[config.mk]
export PLATFORM = sky130hd
export DESIGN_NAME = alu_arbiter
export DESIGN_NICKNAME = d
export VERILOG_FILES = /design/src/rtl/alu_arbiter.sv
export SDC_FILE = /design/constraint.sdc
export NUM_CORES = 1
export LEC_CHECK = 0
export BUFFER_PORTS_ARGS = -buffer_cell sky130_fd_sc_hd__buf_4
export CORE_MARGIN = 3
export CORE_UTILIZATION = 46
export DETAILED_ROUTE_END_ITERATION = 8
export GPL_TIMING_DRIVEN = 0
export PLACE_DENSITY = 0.94
export SKIP_LAST_GASP = 1
export SLEW_MARGIN = 20
export SYNTH_ARGS = -nofsm -noshare
export SYNTH_HDL_FRONTEND = slang
export SYNTH_SLANG_ARGS = --single-unit
[constraint.sdc]
create_clock -name clk -period 3.2 [get_ports clk]
set_clock_uncertainty 0.2 [all_clocks]
set_input_delay 0.32 -clock clk [delete_from_list [all_inputs] [get_ports clk]]
set_output_delay 0.32 -clock clk [all_outputs]
set_load 0.01 [all_outputs]
[src/rtl/alu_arbiter.sv]
// Round-robin arbiter sharing one ALU between two valid/ready requesters; accept in N -> resp_valid in N+2.
// Accepts one request at a time and holds the registered response until the winner's resp_ready.
module alu_arbiter #(
  parameter int DW  = 8,
  parameter int OPW = 4
) (
  input  logic           clk,
  input  logic           rst_n,
  input  logic [1:0]     req_valid,
  output logic [1:0]     req_ready,
  input  logic [OPW-1:0] req_op0,
  input  logic [OPW-1:0] req_op1,
  input  logic [DW-1:0]  req_a0,
  input  logic [DW-1:0]  req_a1,
  input  logic [DW-1:0]  req_b0,
  input  logic [DW-1:0]  req_b1,
  output logic [1:0]     resp_valid,
  input  logic [1:0]     resp_ready,
  output logic [DW-1:0]  resp_result,
  output logic           resp_branch,
  output logic [DW-1:0]  alu_read1,
  output logic [DW-1:0]  alu_read0,
  output logic [OPW-1:0] alu_op,
  input  logic [DW-1:0]  alu_result,
  input  logic           alu_branch,
  output logic           busy
);

  typedef enum logic [1:0] {IDLE, EXEC, RESP} state_t;

  state_t         r_state;
  state_t         w_state_nxt;
  logic           r_rr_ptr;
  logic           r_grant;
  logic           w_grant_sel;
  logic           w_accept;
  logic           w_resp_done;
  logic [OPW-1:0] r_op;
  logic [DW-1:0]  r_a;
  logic [DW-1:0]  r_b;
  logic [DW-1:0]  r_result;
  logic           r_branch;

  always_ff @(posedge clk or negedge rst_n) begin
    if (!rst_n) r_state <= IDLE;
    else        r_state <= w_state_nxt;
  end

  always_comb begin
    w_state_nxt = r_state;
    req_ready   = 2'b00;
    resp_valid  = 2'b00;
    w_accept    = 1'b0;
    w_resp_done = 1'b0;
    busy        = 1'b1;
    // A lone requester wins outright; rr_ptr only breaks ties.
    w_grant_sel = (req_valid == 2'b11) ? r_rr_ptr : req_valid[1];
    case (r_state)
      IDLE: begin
        busy = 1'b0;
        if (|req_valid) begin
          w_accept    = 1'b1;
          req_ready   = w_grant_sel ? 2'b10 : 2'b01;
          w_state_nxt = EXEC;
        end
      end
      EXEC: w_state_nxt = RESP;
      RESP: begin
        resp_valid = r_grant ? 2'b10 : 2'b01;
        if (resp_ready[r_grant]) begin
          w_resp_done = 1'b1;
          w_state_nxt = IDLE;
        end
      end
      default: w_state_nxt = IDLE;
    endcase
  end

  always_ff @(posedge clk or negedge rst_n) begin
    if (!rst_n) begin
      r_rr_ptr <= 1'b0;
      r_grant  <= 1'b0;
      r_op     <= '0;
      r_a      <= '0;
      r_b      <= '0;
      r_result <= '0;
      r_branch <= 1'b0;
    end else begin
      if (w_accept) begin
        r_grant <= w_grant_sel;
        r_op    <= w_grant_sel ? req_op1 : req_op0;
        r_a     <= w_grant_sel ? req_a1  : req_a0;
        r_b     <= w_grant_sel ? req_b1  : req_b0;
      end
      if (r_state == EXEC) begin
        r_result <= alu_result;
        r_branch <= alu_branch;
      end
      if (w_resp_done) r_rr_ptr <= ~r_grant;
    end
  end

  assign alu_read1   = r_a;
  assign alu_read0   = r_b;
  assign alu_op      = r_op;
  assign resp_result = r_result;
  assign resp_branch = r_branch;

endmodule

==> impl_metrics.ini, run 1 <==
[critical_path]
critPathCaptureType = register
path_max_fanout = 10
critPathLaunchType = register
crit_chain = nor2_2, buf_2, a21boi_0, a221o_1, dlygate4sd3_1
crit_arrival_ns = 2.19
crit_buf_inv = 2
cp_top_family = buffers and inverters
worst_path_max_delay_cell = dlygate4sd3_1
crit_type = register to register
slowest_delay_ns = 0.56
crit_required_ns = 3.22
rrSetupSlack_ns = 1.03

[timing]
setup_slack_ns = 1.032
holdWs_ns = 0.02140
period_share = 0.6774
setup_tns_ns = 0
fmax_mhz = 461.3
fin_crit_ns = 2.168
hold_violations = 0
maxSlewViolCount = 0
setup_viol = 0
tightestPinTransition_ns = 0.4974
slew_headroom = 0.6684
rsz0062_at_grt = false

[logic_synthesis]
synth_cell_types = 24
synth_area_um2 = 1543
seq_area_frac_synth = 0.5353
synth-seq-cells = 33
syn_inst = 146
synth_nets = 201
syn_avg_cell_area_um2 = 10.57
yosysWarnings = 0

[layout]
fin_area_um2 = 2376
layout_common_cells = 87 x buf_4, 33 x dfrtp_1, 17 x o21ai_0
fin_nets = 299
n_fill_cell = 229
drive_above_1_share = 0.4653
layout_commonest_cell = buf_4
area_delta_synth_final_pct = 54.01
diodes = 0

[routing]
first_pass_iters = 4
via_per_inst = 5.533
routed_wl_um = 4496
routedWlPerCell_um = 15.56
drt_iter0_markers = 76
routed-via-count = 1599
post-route-drc-count = 0
ant_nets = 0

[clocking]
cts_buffers = 5
cts_sinks = 33
cts.path.max_buffers = 2
clkTransAtPathRegs_ns = 0.10
h-tree-depth = 2
post_cts_buffers = 0
cts_tree = done
worstSkewPairLatency_ns = 0.33
cts-root-buf = clkbuf_4

[floorplanning]
io_pins = 89
rows = 20
die-area_um2 = 4084
core-area_um2 = 3128
die_h_um = 63.91
chipWidth_um = 63.91
initial_core_util = 0.4932

[pwr]
switching_share = 0.3604
power_frac_comb = 0.501
ir_drop_mv = 0.4971
total_power_mw = 2.159
clkPwrFrac = 0.149
p_leak_nw = 1.124
p_per_area_nw_per_um2 = 908.6
seq_power_share = 0.350
power.net_switching_mw = 0.7782
p_int_mw = 1.381

[worst_hold_path]
hp-class = input port to register

[grt]
grt_pass1_vias = 1571
overflow = 0
grt_max_degree = 34
grt_pass1_wl_um = 7003
grt.total_usage = 0.2226
antenna_found_initial = 0

[placement]
placed_area_um2 = 2251
dp_slack_ns = 1.445
dpl.hpwl_um = 3270
gp_congestion = 0.7885
io_buffers = 87

[status]
status = complete, no violations

[flow_run]
drv_cap = 0
## path summary, 6_finish.rpt
kind                                start             end  cells past startpoint
max                            r_state[1]    alu_read1[6]                      5
min                         alu_result[2]  resp_result[2]                      2
max reg2reg                    r_state[1]    alu_read1[6]                      5
min reg2reg                resp_result[3]  resp_result[3]                      1
max in group asynchronous           rst_n    alu_read0[0]                      2
min in group asynchronous           rst_n    alu_read0[6]                      2
## state kept, by name (all words and copies together), names as in the netlist
register / count
resp_result: 8
resp_branch: 1
alu_read1: 8
alu_read0: 8
alu_op: 4
r_rr_ptr: 1
r_state: 2
r_grant: 1
## power groups by stage
stage / Clock (mW) / Sequential [mW] / Combinational, mW
floorplan: 0 / 0.835 / 0.480
global placement: 0 / 0.748 / 1.04
detailed placement: 0 / 0.759 / 1.07
CTS: 0.328 / 0.753 / 1.07
global route: 0.350 / 0.783 / 1.17
finish: 0.322 / 0.755 / 1.08
## synth_stat cells (all sizes together)
library cell | instances | area share
a21boi | 5 | 0.024
dfrtp | 33 | 0.54
o211a | 1 | 0.011
nor3 | 1 | 0.011
buf | 5 | 0.024
nor2 | 3 | 0.0089
a21oi | 16 | 0.052
or2 | 1 | 0.0057
a21o | 1 | 0.0049
and2b | 1 | 0.0065
inv | 5 | 0.012
mux2 | 9 | 0.066
and3 | 1 | 0.0041
a221o | 5 | 0.032
a31oi | 16 | 0.065
nand2 | 1 | 0.0024
nand3 | 15 | 0.049
o21ai | 18 | 0.058
nand2b | 3 | 0.012
clkbuf | 6 | 0.015
## stage by stage
step | utilization | cells
after floorplan | - | 146
after global placement | 0.7196 | 277
after detailed placement | 0.7196 | 277
after CTS | 0.7500 | 286
after global routing | 0.7596 | 289
final | 0.7596 | 289
## cell type report
class | count | area (um2) | share of cell area
Inverter | 5 | 18.77 | 0.007899
Buffer | 11 | 61.31 | 0.02580
Tap cell | 44 | 55.05 | 0.02317
Clock inverter | 1 | 30.03 | 0.01264
Clock buffer | 7 | 55.05 | 0.02317
Sequential cell | 33 | 825.8 | 0.3476
Timing Repair Buffer | 91 | 693.2 | 0.2917
Multi-Input combinational cell | 97 | 636.9 | 0.2680
## cells by family (layout without fill, tap and decap cells)
| family | Yosys count | count (layout) | synth area share |
|---|---|---|---|
| AND/OR/NAND/NOR | 26 | 26 | 0.09895 |
| flip-flops | 33 | 33 | 0.5353 |
| buffers and inverters | 16 | 115 | 0.05190 |
| multiplexers | 9 | 9 | 0.06570 |
| AO/OA/AOI/OAI | 62 | 62 | 0.2482 |
## layer usage
metal | routed length [um] | track usage | vias to the layer above | part of all wire
met4 | 46 | 0.09704 | 0 | 0.010
met5 | 0 | 0 | - | 0
met1 | 1797 | 0.2580 | 775 | 0.40
li1 | - | - | 741 | -
met2 | 2264 | 0.3729 | 77 | 0.50
met3 | 387 | 0.07381 | 6 | 0.086
## timing repair
item / in CTS / in global routing
hold buffers: 1 / 3
gates resized for setup: 0 / 0
endpoints found under the setup margin: 0 / 0
hold endpoints to repair: 33 / 2
No activity file was read; power rests on OpenSTA's default activity.
==> run 2, diff against run 1 <==
CORE_UTILIZATION = 43   (was 46)
PLACE_DENSITY = 0.9   (was 0.94)
clock period = 2.2 ns   (was 3.2 ns; I/O delays follow)
==> impl_metrics.ini, run 2 (synthesis results as in run 1) <==
[clocking]
worstSkewPairLatency_ns = 0.34
h-tree-depth = 2
cts-root-buf = clkbuf_4
cts_tree = done
clkTransAtPathRegs_ns = 0.10
cts_sinks = 33
cts.path.max_buffers = 2
cts_buffers = 5

[routing]
via_per_inst = 5.443
routedWlPerCell_um = 16.83
post-route-drc-count = 0
routed-via-count = 1856
first_pass_iters = 5
routed_wl_um = 5739
ant_nets = 0
drt_iter0_markers = 150

[timing]
tightestPinTransition_ns = 0.4681
fmax_mhz = 456.0
period_share = 0.9969
setup_slack_ns = 0.006845
setup_viol = 0
hold_violations = 0
setup_tns_ns = 0
slew_headroom = 0.6879
holdWs_ns = 0.02335
maxSlewViolCount = 0
fin_crit_ns = 2.193

[pwr]
ir_drop_mv = 0.6998
total_power_mw = 3.454
p_leak_nw = 1.340
p_per_area_nw_per_um2 = 1198

[grt]
grt_max_degree = 34
grt.total_usage = 0.2733
grt_pass1_vias = 1964
antenna_found_initial = 0
overflow = 0
grt_pass1_wl_um = 8921

[layout]
area_delta_synth_final_pct = 86.86
layout_commonest_cell = buf_4
fin_nets = 349
layout_common_cells = 90 x buf_4, 51 x dlygate4sd3_1, 32 x dfrtp_1
drive_above_1_share = 0.4068
diodes = 0

[critical_path]
r2r-start = r_rr_ptr
reg2reg_depth = 4
crit_arrival_ns = 2.22
r2r-end = alu_read1[5]
crit_type = register to register
rrSetupSlack_ns = 0.007
path_max_fanout = 8
critPathLaunchType = register
critPathCaptureType = register
crit_required_ns = 2.22
crit_path_start = r_rr_ptr

[floorplanning]
die_h_um = 65.90
chipWidth_um = 65.90
rows = 21
die-area_um2 = 4342
initial_core_util = 0.4551
core-area_um2 = 3390
io_pins = 89

[status]
status = complete, no violations

[placement]
io_buffers = 87
dp_slack_ns = 0.5263
dpl.hpwl_um = 3153
gp_congestion = 0.7364

[flow_run]
drv_cap = 0

[worst_hold_path]
hp-class = input port to register
hp-start = resp_ready[0]
worstHoldPathCells = 3
min_to = r_rr_ptr
==> run 2: timing repair <==
| item | in CTS | in global routing |
|---|---|---|
| resized for setup | 0 | 7 |
| hold buffers | 51 | 1 |
| hold endpoints to repair | 62 | 1 |
| buffers inserted | 0 | 3 |
| endpoints found under the setup margin | 0 | 6 |
==> run 2: layout make-up <==
type	count	area, um2
Buffer	11	66.31
Clock buffer	7	55.05
Clock inverter	1	30.03
Fill cell	174	506.7
Inverter	5	18.77
Multi-Input combinational cell	97	641.9
Sequential cell	33	827.0
Tap cell	46	57.56
Timing Repair Buffer	141	1186
==> run 2: stage by stage <==
step                instances    util  cell area (um2)
detailed placement        279  0.6648             2253
CTS                       338  0.8405             2849
floorplan                 146       -             1543
finish                    341  0.8505             2883
global route              341  0.8505             2883
global placement          279  0.6648             2253
==> run 2: critical path, stage by stage (launching register included) <==
cell and delay (ns):
dfrtp_1 0.43, and2b_4 0.25, o211a_4 0.28, a221o_1 0.36, dlygate4sd3_1 0.56
==> run 2: where the power goes <==
group,internal [mW],switching (mW),total [mW]
combinational,1.02,0.830,1.85
sequential,0.916,0.211,1.13
clock,0.271,0.210,0.481
total,2.20,1.25,3.45
==> run 2: layer usage <==
layer  global-route usage  routed length [um]  vias up
li1                     -                   -      844
met1               0.2779                1947      896
met2               0.5269                3206       97
met3              0.07653                 425       19
met4              0.08808                 159        0
met5                    0                   0        -
==> run 2: worst max-delay path by stage <==
stage	depth (start not counted)	slack, ns	to
global placement	4	0.55	req_ready[1]
floorplan	4	0.73	alu_op[0]
CTS	5	0.02	alu_op[2]
global route	4	-0.02	alu_read1[6]
finish	4	0.007	alu_read1[5]
detailed placement	4	0.53	alu_read0[5]
==> run 3, diff against run 2 <==
CELL_PAD_IN_SITES_DETAIL_PLACEMENT = 0   (was not set)
CELL_PAD_IN_SITES_GLOBAL_PLACEMENT = 1   (was not set)
CORE_UTILIZATION = 34   (was 43)
PLACE_DENSITY = 0.95   (was 0.9)
clock period = 2.75 ns   (was 2.2 ns; I/O delays follow)
==> impl_metrics.ini, run 3 (synthesis results as in run 1) <==
[status]
status = complete, no violations

[clocking]
clkTransAtPathRegs_ns = 0.06
cts_tree = done
h-tree-depth = 2
post_cts_resized = 0
worstSkewPairLatency_ns = 0.28
cts-root-buf = clkbuf_8
cts_sinks = 33
hold_buffers = 1
cts_buffers = 5
post_cts_buffers = 0
cts.path.max_buffers = 2

[floorplanning]
die-area_um2 = 5382
core-area_um2 = 4173
chipWidth_um = 73.36
io_pins = 89
die_h_um = 73.36
rows = 23
initial_core_util = 0.3697

[grt]
grt_max_degree = 34
grt_pass1_vias = 1400
grt_pass1_wl_um = 6679
overflow = 0
grt.total_usage = 0.1616
antenna_found_initial = 0

[timing]
fin_crit_ns = 2.021
rsz0062_at_grt = false
slew_headroom = 0.7141
period_share = 0.7350
setup_viol = 0
fmax_mhz = 494.7
hold_violations = 0
maxSlewViolCount = 0
setup_slack_ns = 0.7288
tightestPinTransition_ns = 0.4289
setup_tns_ns = 0

[pwr]
ir_drop_mv = 0.3150
p_leak_nw = 1.106
p_per_area_nw_per_um2 = 1034

[critical_path]
crit_arrival_ns = 1.55
rrSetupSlack_ns = 1.09
crit_required_ns = 2.28
critPathLaunchType = register
r2r-start = r_rr_ptr
critPathCaptureType = primary output
crit_type = register to primary output
r2r-end = alu_read1[4]
reg2reg_depth = 4
path_max_fanout = 7

[layout]
n_fill_cell = 409
layout_commonest_cell = buf_4
fin_nets = 296
drive_above_1_share = 0.4708
area_delta_synth_final_pct = 51.83
layout_common_cells = 87 x buf_4, 33 x dfrtp_1, 17 x o21ai_0
diodes = 0

[routing]
drt_iter0_markers = 64
routed-via-count = 1477
routed_wl_um = 4284
ant_nets = 0
first_pass_iters = 4
routedWlPerCell_um = 14.77
post-route-drc-count = 0
via_per_inst = 5.093

[placement]
gp_congestion = 0.7350
io_buffers = 87
dpl.hpwl_um = 3199
dp_slack_ns = 1.030

[worst_hold_path]
hp-class = input port to register
hp-start = alu_branch
min_to = resp_branch
worstHoldPathCells = 2

[flow_run]
drv_cap = 0
[run 3: cell types whose count changed in the layout (fill, tap and decap cells not counted), moves of 2 or more]
cell,change
clkbuf_2,-2
clkbuf_8,+4
dlygate4sd3_1,-50
buf_4,-3
clkbuf_4,-6
[run 3: metal layers]
layer,vias to the layer above,part of all wire,global-route usage,routed length [um]
met5,-,0,0,0
met4,0,0.014,0.06036,60
met3,6,0.063,0.03830,271
met2,57,0.51,0.2771,2180
met1,682,0.41,0.1961,1771
li1,732,-,-,-
[run 3: cell type report]
cell class	instances	area [um2]	area share
sequential	33	825.8	0.3526
timing repair buffer	88	663.1	0.2831
multi-input combinational	97	636.9	0.2719
clock buffer	5	68.82	0.02938
tap	50	62.56	0.02671
buffer	11	61.31	0.02618
inverter	5	18.77	0.008013
clock inverter	1	5.005	0.002137
[run 3: power by group]
part	switching, mW	internal [mW]	total [mW]
Sequential	0.142	0.734	0.876
Combinational	0.577	0.644	1.22
Clock	0.160	0.166	0.326
Total	0.879	1.54	2.42
[run 3: metrics by stage]
| step | hold slack, ns | power (mW) | instances | util | area (um2) |
|---|---|---|---|---|---|
| 2_1_floorplan | -0.2206 | 1.529 | 146 | - | 1543 |
| 3_3_place_gp | 0.04135 | 2.098 | 283 | 0.5412 | 2258 |
| 3_5_place_dp | 0.04371 | 2.123 | 283 | 0.5412 | 2258 |
| 4_1_cts | 0.02246 | 2.457 | 290 | 0.5613 | 2342 |
| 5_1_grt | 0.01214 | 2.619 | 290 | 0.5613 | 2342 |
| 6_report | 0.03284 | 2.423 | 290 | 0.5613 | 2342 |
[run 3: worst max-delay path: stages, from the launching register on]
cell and delay, ns:
dfrtp_1 0.42, nor2_2 0.23, inv_1 0.12, nor3_4 0.32, buf_4 0.19
[run 3: worst max-delay path by stage]
stage / start / end / slack (ns) / cells past startpoint
finish: r_state[1] / req_ready[1] / 0.73 / 4
CTS: r_state[1] / req_ready[1] / 0.73 / 4
floorplan: r_state[1] / req_ready[1] / 1.26 / 3
detailed placement: r_state[1] / req_ready[1] / 1.03 / 4
global placement: r_state[1] / req_ready[1] / 1.05 / 4
global route: r_state[1] / req_ready[1] / 0.61 / 4
